==> config.mk <==
export PLATFORM = sky130hd
export DESIGN_NAME = cfu_cmd_master
export DESIGN_NICKNAME = d
export VERILOG_FILES = /design/src/rtl/cfu_master_pkg.sv /design/src/rtl/sync_fifo.sv /design/src/rtl/cfu_cmd_master.sv
export SDC_FILE = /design/constraint.sdc
export NUM_CORES = 1
export LEC_CHECK = 0
export ABC_AREA = 1
export ABC_CLOCK_PERIOD_IN_PS = 5300
export BUFFER_PORTS_ARGS = -buffer_cell sky130_fd_sc_hd__buf_2
export CAP_MARGIN = 25
export CORE_MARGIN = 1.5
export CORE_UTILIZATION = 50
export DETAILED_ROUTE_END_ITERATION = 10
export GPL_TIMING_DRIVEN = 0
export PLACE_DENSITY = 0.79
export SYNTH_ARGS = -nofsm -noshare
export SYNTH_HDL_FRONTEND = slang
export SYNTH_SLANG_ARGS = --single-unit
==> constraint.sdc <==
create_clock -name clk -period 5.3 [get_ports clk]
set_input_delay 0.795 -clock clk [delete_from_list [all_inputs] [get_ports clk]]
set_output_delay 0.795 -clock clk [all_outputs]
set_load 0.005 [all_outputs]
==> src/rtl/cfu_master_pkg.sv <==
// Shared types and defaults for the CFU command master.
package cfu_master_pkg;

  localparam int unsigned DEFAULT_FIFO_DEPTH     = 4;
  localparam int unsigned DEFAULT_TIMEOUT_CYCLES = 1024;

  typedef enum logic [1:0] {
    IDLE,
    ISSUE,
    WAIT_RSP
  } state_e;

  // 74-bit queued request: function id plus two operands.
  typedef struct packed {
    logic [9:0]  function_id;
    logic [31:0] inputs_0;
    logic [31:0] inputs_1;
  } req_t;

endpackage

==> src/rtl/sync_fifo.sv <==
// Single-clock FIFO; pointers wrap modulo DEPTH, occupancy count separates full from empty.
module sync_fifo #(
  parameter int unsigned WIDTH = 32,
  parameter int unsigned DEPTH = 4
) (
  input  logic             clk,
  input  logic             reset,
  input  logic             push,
  input  logic [WIDTH-1:0] push_data,
  input  logic             pop,
  output logic [WIDTH-1:0] pop_data,
  output logic             full,
  output logic             empty
);

  localparam int unsigned PW = $clog2(DEPTH);
  localparam int unsigned CW = $clog2(DEPTH + 1);

  logic [WIDTH-1:0] mem_q [DEPTH];
  logic [PW-1:0]    wr_ptr_q, rd_ptr_q;
  logic [CW-1:0]    count_q;
  logic             wr_en, rd_en;

  assign full     = (count_q == CW'(DEPTH));
  assign empty    = (count_q == '0);
  assign wr_en    = push && !full;
  assign rd_en    = pop && !empty;
  // Drive zero while empty so the head never shows stale or uninitialised data.
  assign pop_data = empty ? '0 : mem_q[rd_ptr_q];

  // Storage write; contents need no reset since count gates visibility.
  always_ff @(posedge clk) begin
    if (wr_en) mem_q[wr_ptr_q] <= push_data;
  end

  // Pointer and occupancy update; simultaneous push and pop leaves count unchanged.
  always_ff @(posedge clk) begin
    if (reset) begin
      wr_ptr_q <= '0;
      rd_ptr_q <= '0;
      count_q  <= '0;
    end else begin
      if (wr_en) wr_ptr_q <= wr_ptr_q + PW'(1);
      if (rd_en) rd_ptr_q <= rd_ptr_q + PW'(1);
      case ({wr_en, rd_en})
        2'b10:   count_q <= count_q + CW'(1);
        2'b01:   count_q <= count_q - CW'(1);
        default: count_q <= count_q;
      endcase
    end
  end

endmodule

==> src/rtl/cfu_cmd_master.sv <==
// CFU cmd/rsp initiator: queues requests, issues one command at a time, collects results.
module cfu_cmd_master
  import cfu_master_pkg::*;
#(
  parameter int unsigned FIFO_DEPTH     = DEFAULT_FIFO_DEPTH,
  parameter int unsigned TIMEOUT_CYCLES = DEFAULT_TIMEOUT_CYCLES
) (
  input  logic        clk,
  input  logic        reset,
  input  logic        req_valid,
  output logic        req_ready,
  input  logic [9:0]  req_function_id,
  input  logic [31:0] req_inputs_0,
  input  logic [31:0] req_inputs_1,
  output logic        res_valid,
  input  logic        res_ready,
  output logic [31:0] res_data,
  output logic        cmd_valid,
  input  logic        cmd_ready,
  output logic [9:0]  cmd_payload_function_id,
  output logic [31:0] cmd_payload_inputs_0,
  output logic [31:0] cmd_payload_inputs_1,
  input  logic        rsp_valid,
  output logic        rsp_ready,
  input  logic [31:0] rsp_payload_outputs_0,
  output logic        busy,
  output logic        timeout_err
);

  localparam int unsigned TW = $clog2(TIMEOUT_CYCLES + 1);

  state_e        state_q, state_d;
  req_t          req_in, req_head, pay_q, pay_d;
  logic [TW-1:0] timer_q, timer_d;
  logic          terr_q, terr_d;
  logic          req_full, req_empty, req_push, req_pop;
  logic          res_full, res_empty, res_push, res_pop;
  logic          cmd_fire, rsp_fire, done;

  assign req_in.function_id = req_function_id;
  assign req_in.inputs_0    = req_inputs_0;
  assign req_in.inputs_1    = req_inputs_1;

  // Ready depends only on occupancy, never on a same-cycle pop.
  assign req_ready = !req_full;
  assign req_push  = req_valid && !req_full;
  assign res_valid = !res_empty;
  assign res_pop   = res_valid && res_ready;

  assign cmd_payload_function_id = pay_q.function_id;
  assign cmd_payload_inputs_0    = pay_q.inputs_0;
  assign cmd_payload_inputs_1    = pay_q.inputs_1;
  assign busy                    = (state_q != IDLE) || !req_empty;
  assign timeout_err             = terr_q;

  sync_fifo #(
    .WIDTH ($bits(req_t)),
    .DEPTH (FIFO_DEPTH)
  ) u_req_fifo (
    .clk       (clk),
    .reset     (reset),
    .push      (req_push),
    .push_data (req_in),
    .pop       (req_pop),
    .pop_data  (req_head),
    .full      (req_full),
    .empty     (req_empty)
  );

  sync_fifo #(
    .WIDTH (32),
    .DEPTH (FIFO_DEPTH)
  ) u_res_fifo (
    .clk       (clk),
    .reset     (reset),
    .push      (res_push),
    .push_data (rsp_payload_outputs_0),
    .pop       (res_pop),
    .pop_data  (res_data),
    .full      (res_full),
    .empty     (res_empty)
  );

  // Next-state, handshake and timeout logic.
  always_comb begin
    state_d   = state_q;
    pay_d     = pay_q;
    timer_d   = timer_q;
    terr_d    = terr_q;
    req_pop   = 1'b0;
    res_push  = 1'b0;
    done      = 1'b0;
    cmd_valid = (state_q == ISSUE);
    rsp_ready = (state_q != IDLE) && !res_full;
    cmd_fire  = cmd_valid && cmd_ready;
    // A response in ISSUE counts only alongside the cmd handshake (zero-latency responder).
    rsp_fire  = rsp_valid && rsp_ready && ((state_q == WAIT_RSP) || cmd_fire);

    unique case (state_q)
      IDLE: begin
        if (!req_empty) begin
          req_pop = 1'b1;
          pay_d   = req_head;
          state_d = ISSUE;
        end
      end
      ISSUE: begin
        if (cmd_fire) begin
          if (rsp_fire) begin
            done = 1'b1;
          end else begin
            state_d = WAIT_RSP;
            timer_d = '0;
          end
        end
      end
      WAIT_RSP: begin
        if (rsp_fire) begin
          done = 1'b1;
        end else if (!res_full) begin
          // Counter freezes while the result FIFO is full.
          if (timer_q == TW'(TIMEOUT_CYCLES - 1)) begin
            terr_d  = 1'b1;
            state_d = IDLE;
          end else begin
            timer_d = timer_q + TW'(1);
          end
        end
      end
      default: state_d = IDLE;
    endcase

    // Completed transaction: store result and chain straight into the next request if queued.
    if (done) begin
      res_push = 1'b1;
      if (!req_empty) begin
        req_pop = 1'b1;
        pay_d   = req_head;
        state_d = ISSUE;
      end else begin
        state_d = IDLE;
      end
    end
  end

  // State, payload, timer and sticky error registers.
  always_ff @(posedge clk) begin
    if (reset) begin
      state_q <= IDLE;
      pay_q   <= '0;
      timer_q <= '0;
      terr_q  <= 1'b0;
    end else begin
      state_q <= state_d;
      pay_q   <= pay_d;
      timer_q <= timer_d;
      terr_q  <= terr_d;
    end
  end

endmodule

Yosys cells after proc, flatten, opt, wreduce, memory -nomap -nowiden

Memories as Yosys holds them, arrays and structs flattened. A register that Yosys moved wholly into a read port is not among the register bits.
Index checks and enable logic that the tools add are counted.

Add/subtract/negate cells: 9
Eq/ne operators: 20
Muxes and demuxes: 38
Bitwise gates (word level): 2
Reduce and logical (&&, ||, !) cells: 26

Operators by type and width:

| kind                    | count |
|---|---|
| $mux W74                | 4 |
| $mux W11                | 5 |
| $mux W32                | 1 |
| $mux W2                 | 11 |
| $pmux W11 S2            | 1 |
| $mux W1                 | 12 |
| $pmux W3 S2             | 2 |
| $reduce_and A6 Y1       | 2 |
| $add A11 B1 Y11 const B | 1 |
| $eq A11 B10 Y1 const B  | 1 |
| $logic_and A1 B1 Y1     | 10 |
| $ne A3 B3 Y1 const B    | 3 |
| $add A2 B1 Y2 const B   | 4 |
| $ne A2 B2 Y1 const B    | 4 |
| $reduce_bool A2 Y1      | 4 |
| $add A3 B1 Y3 const B   | 2 |
| $eq A2 B1 Y1 const B    | 3 |
| $eq A2 B2 Y1 const B    | 3 |
| $eq A3 B3 Y1 const B    | 2 |
| $logic_not A3 Y1        | 2 |
| $ne A3 B2 Y1 const B    | 2 |
| $pmux W2 S3             | 1 |
| $sub A3 B1 Y3 const B   | 2 |
| $logic_not A1 Y1        | 4 |
| other kinds (7)         | 9 |

Flip-flop bits (word level): 102
RAM bits: 424
Bits of input ports: 112
Memories: 2

Memories:

| memory           | words | width | rd ports | clocked after memory_dff | write ports | line            | text |
|---|---|---|---|---|---|---|---|
| u_req_fifo.mem_q | 4     | 74    | 1        | 1                        | 1           | sync_fifo.sv:19 | `logic [WIDTH-1:0] mem_q [DEPTH];` |
| u_res_fifo.mem_q | 4     | 32    | 1        | 1                        | 1           | sync_fifo.sv:19 |  |

Logic depth before layout (Yosys ltp)

Depth after elaboration: 12
Gate-level depth with buffers: 16
Gate-level depth less buffers: 15

Modules after synthesis

A second synthesis with hierarchy kept.

Cells, all modules: 1872
Area total of the unflattened synthesis: 21036.4 µm²

Modules (own cells, without submodules):

| module                 | times used | cells an instance | area each (µm²) | seq. area each (µm²) |
|---|---|---|---|---|
| sync_fifo (u_req_fifo) | 1          | 943               | 11951.5         | 9068.7 |
| sync_fifo (u_res_fifo) | 1          | 447               | 5489.0          | 4023.9 |
| cfu_cmd_master         | 1          | 482               | 3595.9          | 1761.7 |

Worst setup path before layout

OpenSTA, ideal clock, no wires.

Path kind: input to register
Start: input port req_valid
End: memory u_req_fifo.mem_q[0][0] in the netlist's numbering, enable pin
Arrival: 4058 ps
Required time: 4793 ps
Path slack: 735 ps
Stages on the path: 2
Path buffers: 0
Cells stage by stage: nand2_1 nor2_1

Cells in the longest elaborated chain, start to end: 4

RTL lines:

| item                          | line                 | text |
|---|---|---|
| start, declared               | cfu_cmd_master.sv:10 | `input logic req_valid,` |
| $logic_and A1 B1 Y1           | cfu_cmd_master.sv:46 | `assign req_push = req_valid && !req_full;` |
| $logic_and A1 B1 Y1           | sync_fifo.sv:26      | `assign wr_en = push && !full;` |
| $mux W1                       | sync_fifo.sv:33      | `if (wr_en) mem_q[wr_ptr_q] <= push_data;` |
| $mux W1 (not written as such) | sync_fifo.sv:33      |  |
| end, declared                 | sync_fifo.sv:19      |  |

No other way between the ends.

==> flow_summary_export.csv <==
group,metric,value,unit
outcome,run_status,"finished clean",
logic_synthesis,synth_enable_flop_cells,424,
setup_path,worst_setup_path_endpoint,"res_data[19]",
setup_path,worstPathMaxFanout,10,
setup_path,worst-r2r-setup-slack,2.32,ns
routing,routed_wire_length_per_instance,19.6,µm
timing,tightest_slew,0.750,ns
routing,drtIter0Drc,1085,
timing,setup_slack_of_the_critical_path_after_layout,2.01,ns
timing,rsz0062_at_grt,"no",
logic_synthesis,synth-main-ff-cell,"edfxtp_1",
setup_path,critPathLaunchType,"register",
logic_synthesis,synth_cells,1676,
cts,clock_sinks,530,
routing,drc,0,
routing,route.antenna.remaining_nets,0,
setup_path,worstReg2RegEnd,"u_req_fifo.count_q[2]$_SDFFE_PP0P_",
power_and_ir_drop,leakagePower,0.00881,µW
logic_synthesis,synth_largest_type_area_fraction,63.0,%
global_routing,antenna_found_initial,14,
timing,period_needed,3.29,ns
placed_design,postPlaceCellArea,0.0224,mm²
logic_synthesis,syn-num-nets,1804,
die,design.die.area,0.0416,mm²
die,ios,224,
logic_synthesis,ys_warn_count,0,
setup_path,worst_r2r_startpoint,"state_q[0]$_SDFFE_PP0P_",
setup_path,cp-end-kind,"output pin",
placed_design,placement.setup.worst_slack,2.16,ns
routing,met2WireLength,24800,µm
timing,final_setup_viols,0,
setup_path,r2r_cells,16,
layout,design_area,0.0242,mm²
power_and_ir_drop,p_per_area,508,mW/mm²
cts,cts_h_tree_lvls,2,
global_routing,pin_count_of_the_biggest_net_entering_global_routing,27,
cts,cts.root.buffer_cell,"clkbuf_16",
die,effective_utilization_at_floorplan,50.7,%
cts,clk-insertion-delay-late,0.59,ns
die,num_rows,73,
cts,cts.path.max_buffers,3,
cts,post_cts.resized_instances,0,
logic_synthesis,synth.most_common_cell,"nor2_1",
routing,routedLengthMet1,18900,µm
layout,synthToLayoutAreaGrowth,19.6,%
logic_synthesis,synthDistinctLibCells,29,
global_routing,grt_remaining_overflow,0,
global_routing,grt.total_usage,23.8,%
placed_design,post-dp-hpwl,32800,µm
layout,fraction_of_layout_instances_using_a_drive_strength_above_1,18.4,%
power_and_ir_drop,power,12300,µW
die,placeable_core_area,0.0398,mm²
logic_synthesis,ys_top_cells_by_count,"nor2_1 (536), edfxtp_1 (424), o21ai_0 (200)",
power_and_ir_drop,max-vdd-ir-drop,0.000434,V
timing,final.setup_skew,0.0206,ns
global_routing,grt_pass1_vias,13800,
timing,maxSlewViolCount,0,
logic_synthesis,ys_seq_elements,530,
cts,cts_buffers,51,
cts,cts_setup_buffers,0,
cts,path_clk_slew,0.06,ns
layout,utilization,60.7,%
placed_design,placement.io_buffers,223,
logic_synthesis,synth_sequential_area_ratio,73.5,%
layout,post_route_non_filler_standard_cell_count,2549,
placed_design,globalplace.congestion,0.800,
flow_run,drv.max_cap_violation_count,0,
routing,vias_per_cell,5.53,
timing,relSlewSlack,50.0,%
routing,num_vias,14100,
timing,max_freq,304,MHz
logic_synthesis,yosys.area.top_type,"edfxtp_1",
timing,timing.final.crit_share,62.0,%
logic_synthesis,async_flop_share,0,%
routing,totalWireLength,49900,µm
die,die_height,204,µm
placed_design,numPlacedInstances,2440,
setup_path,setup.worst_path.class,"register to output pin",
logic_synthesis,synth_area,0.0202,mm²
timing,final-hold-violation-count,0,
setup_path,worst-endpoint-required,4.51,ns
layout,num-nets-final,2096,
cts,cts.hold.buffers_added,0,
routing,drtPass1Iterations,5,
routing,highest-signal-layer,"met5",
cts,clock_tree_from_tritoncts,"done",
die,floorplan.die.width,204,µm
logic_synthesis,synth_area_leaders,"edfxtp_1 (63%), dfxtp_1 (11%), nor2_1 (10%)",
min_path,hold_path_class,"input pin to register",
routing,met3_length,4820,µm
logic_synthesis,average_cell_area_after_synthesis,12.1,µm²
setup_path,crit_arrival,2.49,ns
global_routing,grt_pass1_wl,75800,µm
-- registers in the layout (all words and copies together) (netlist names), 3 cells and up, named ones only --
signal	flops
u_res_fifo.count_q	3
cmd_payload_function_id	10
cmd_payload_inputs_1	32
u_req_fifo.count_q	3
u_req_fifo.mem_q	296
u_res_fifo.mem_q	128
cmd_payload_inputs_0	32
timer_q	11
-- routing by layer --
layer	vias up	global-route usage, %
met2	642	40.4
met1	6795	29.2
met3	104	6.30
met5	-	0
li1	6538	-
met4	10	8.80
-- worst max-delay path: stages (launching register included) --
cell and delay (ns):
dfxtp_1 0.33, clkbuf_1 0.37, buf_1 0.46, nor2_1 0.10, nor2_1 0.13, o21ai_0 0.15, a21oi_1 0.22, buf_2 0.15
-- area by class of cell --
class | instances | area [µm²]
Inverter | 46 | 173
Buffer | 100 | 447
Clock buffer | 63 | 1380
Fill cell | 3016 | 15700
Antenna cell | 13 | 32.5
Tap cell | 525 | 657
Timing Repair Buffer | 239 | 1470
Sequential cell | 530 | 14900
Multi-Input combinational cell | 1000 | 4790
Clock inverter | 33 | 362
-- through the flow --
step	hold WS (ns)	TNS, ns
2_1_floorplan	0.417	0
3_3_place_gp	0.431	-579.83
4_1_cts	0.371	0
6_report	0.411	0
3_5_place_dp	0.428	0
5_1_grt	0.396	0
-- power breakdown --
| group | leakage [µW] | total, µW | internal (µW) | switching, µW |
|---|---|---|---|---|
| clock | 0.000848 | 3710 | 2160 | 1550 |
| sequential | 0.00474 | 5170 | 4980 | 190 |
| combinational | 0.00322 | 3400 | 1120 | 2270 |
-- layout by cell type, fill, tap and decap left out, drive strengths merged, types with 2 or more instances in the layout --
cell | Yosys | routed
bufinv | 0 | 6
diode | 0 | 13
nand3 | 14 | 14
ha | 14 | 14
o21ai | 226 | 226
fa | 2 | 2
clkinvlp | 0 | 5
buf | 33 | 272
nand2 | 61 | 61
a21oi | 59 | 59
o32ai | 74 | 74
edfxtp | 424 | 424
clkinv | 3 | 23
xor2 | 5 | 5
dfxtp | 106 | 106
inv | 43 | 45
nor2 | 538 | 538
clkbuf | 67 | 130
nor3 | 2 | 2
nand4 | 3 | 3
-- cells by family (layout without fill, tap and decap cells) --
logic type | Yosys count | in the layout | share of synthesized area (%)
XOR/XNOR | 5 | 5 | 0.217
flip-flops | 530 | 530 | 73.5
buffers and inverters | 146 | 481 | 3.07
other | 0 | 13 | 0
AO/OA/AOI/OAI | 361 | 361 | 10.4
adder cells (fa/ha/maj) | 16 | 16 | 1.07
AND/OR/NAND/NOR | 618 | 618 | 11.8
-- worst min-delay path by stage --
stage,from,to,slack (ns),cells after the start
4_1_cts,reset,timer_q[0]$_SDFFE_PP0P_,0.37,2
6_report,reset,timer_q[0]$_SDFFE_PP0P_,0.41,2
5_1_grt,reset,timer_q[0]$_SDFFE_PP0P_,0.40,2
3_5_place_dp,timer_q[10]$_SDFFE_PP0P_,timer_q[10]$_SDFFE_PP0P_,0.43,2
3_3_place_gp,timer_q[10]$_SDFFE_PP0P_,timer_q[10]$_SDFFE_PP0P_,0.43,2
2_1_floorplan,timer_q[10]$_SDFFE_PP0P_,timer_q[10]$_SDFFE_PP0P_,0.42,2
Note: power is estimated with default switching activity, not from simulation.
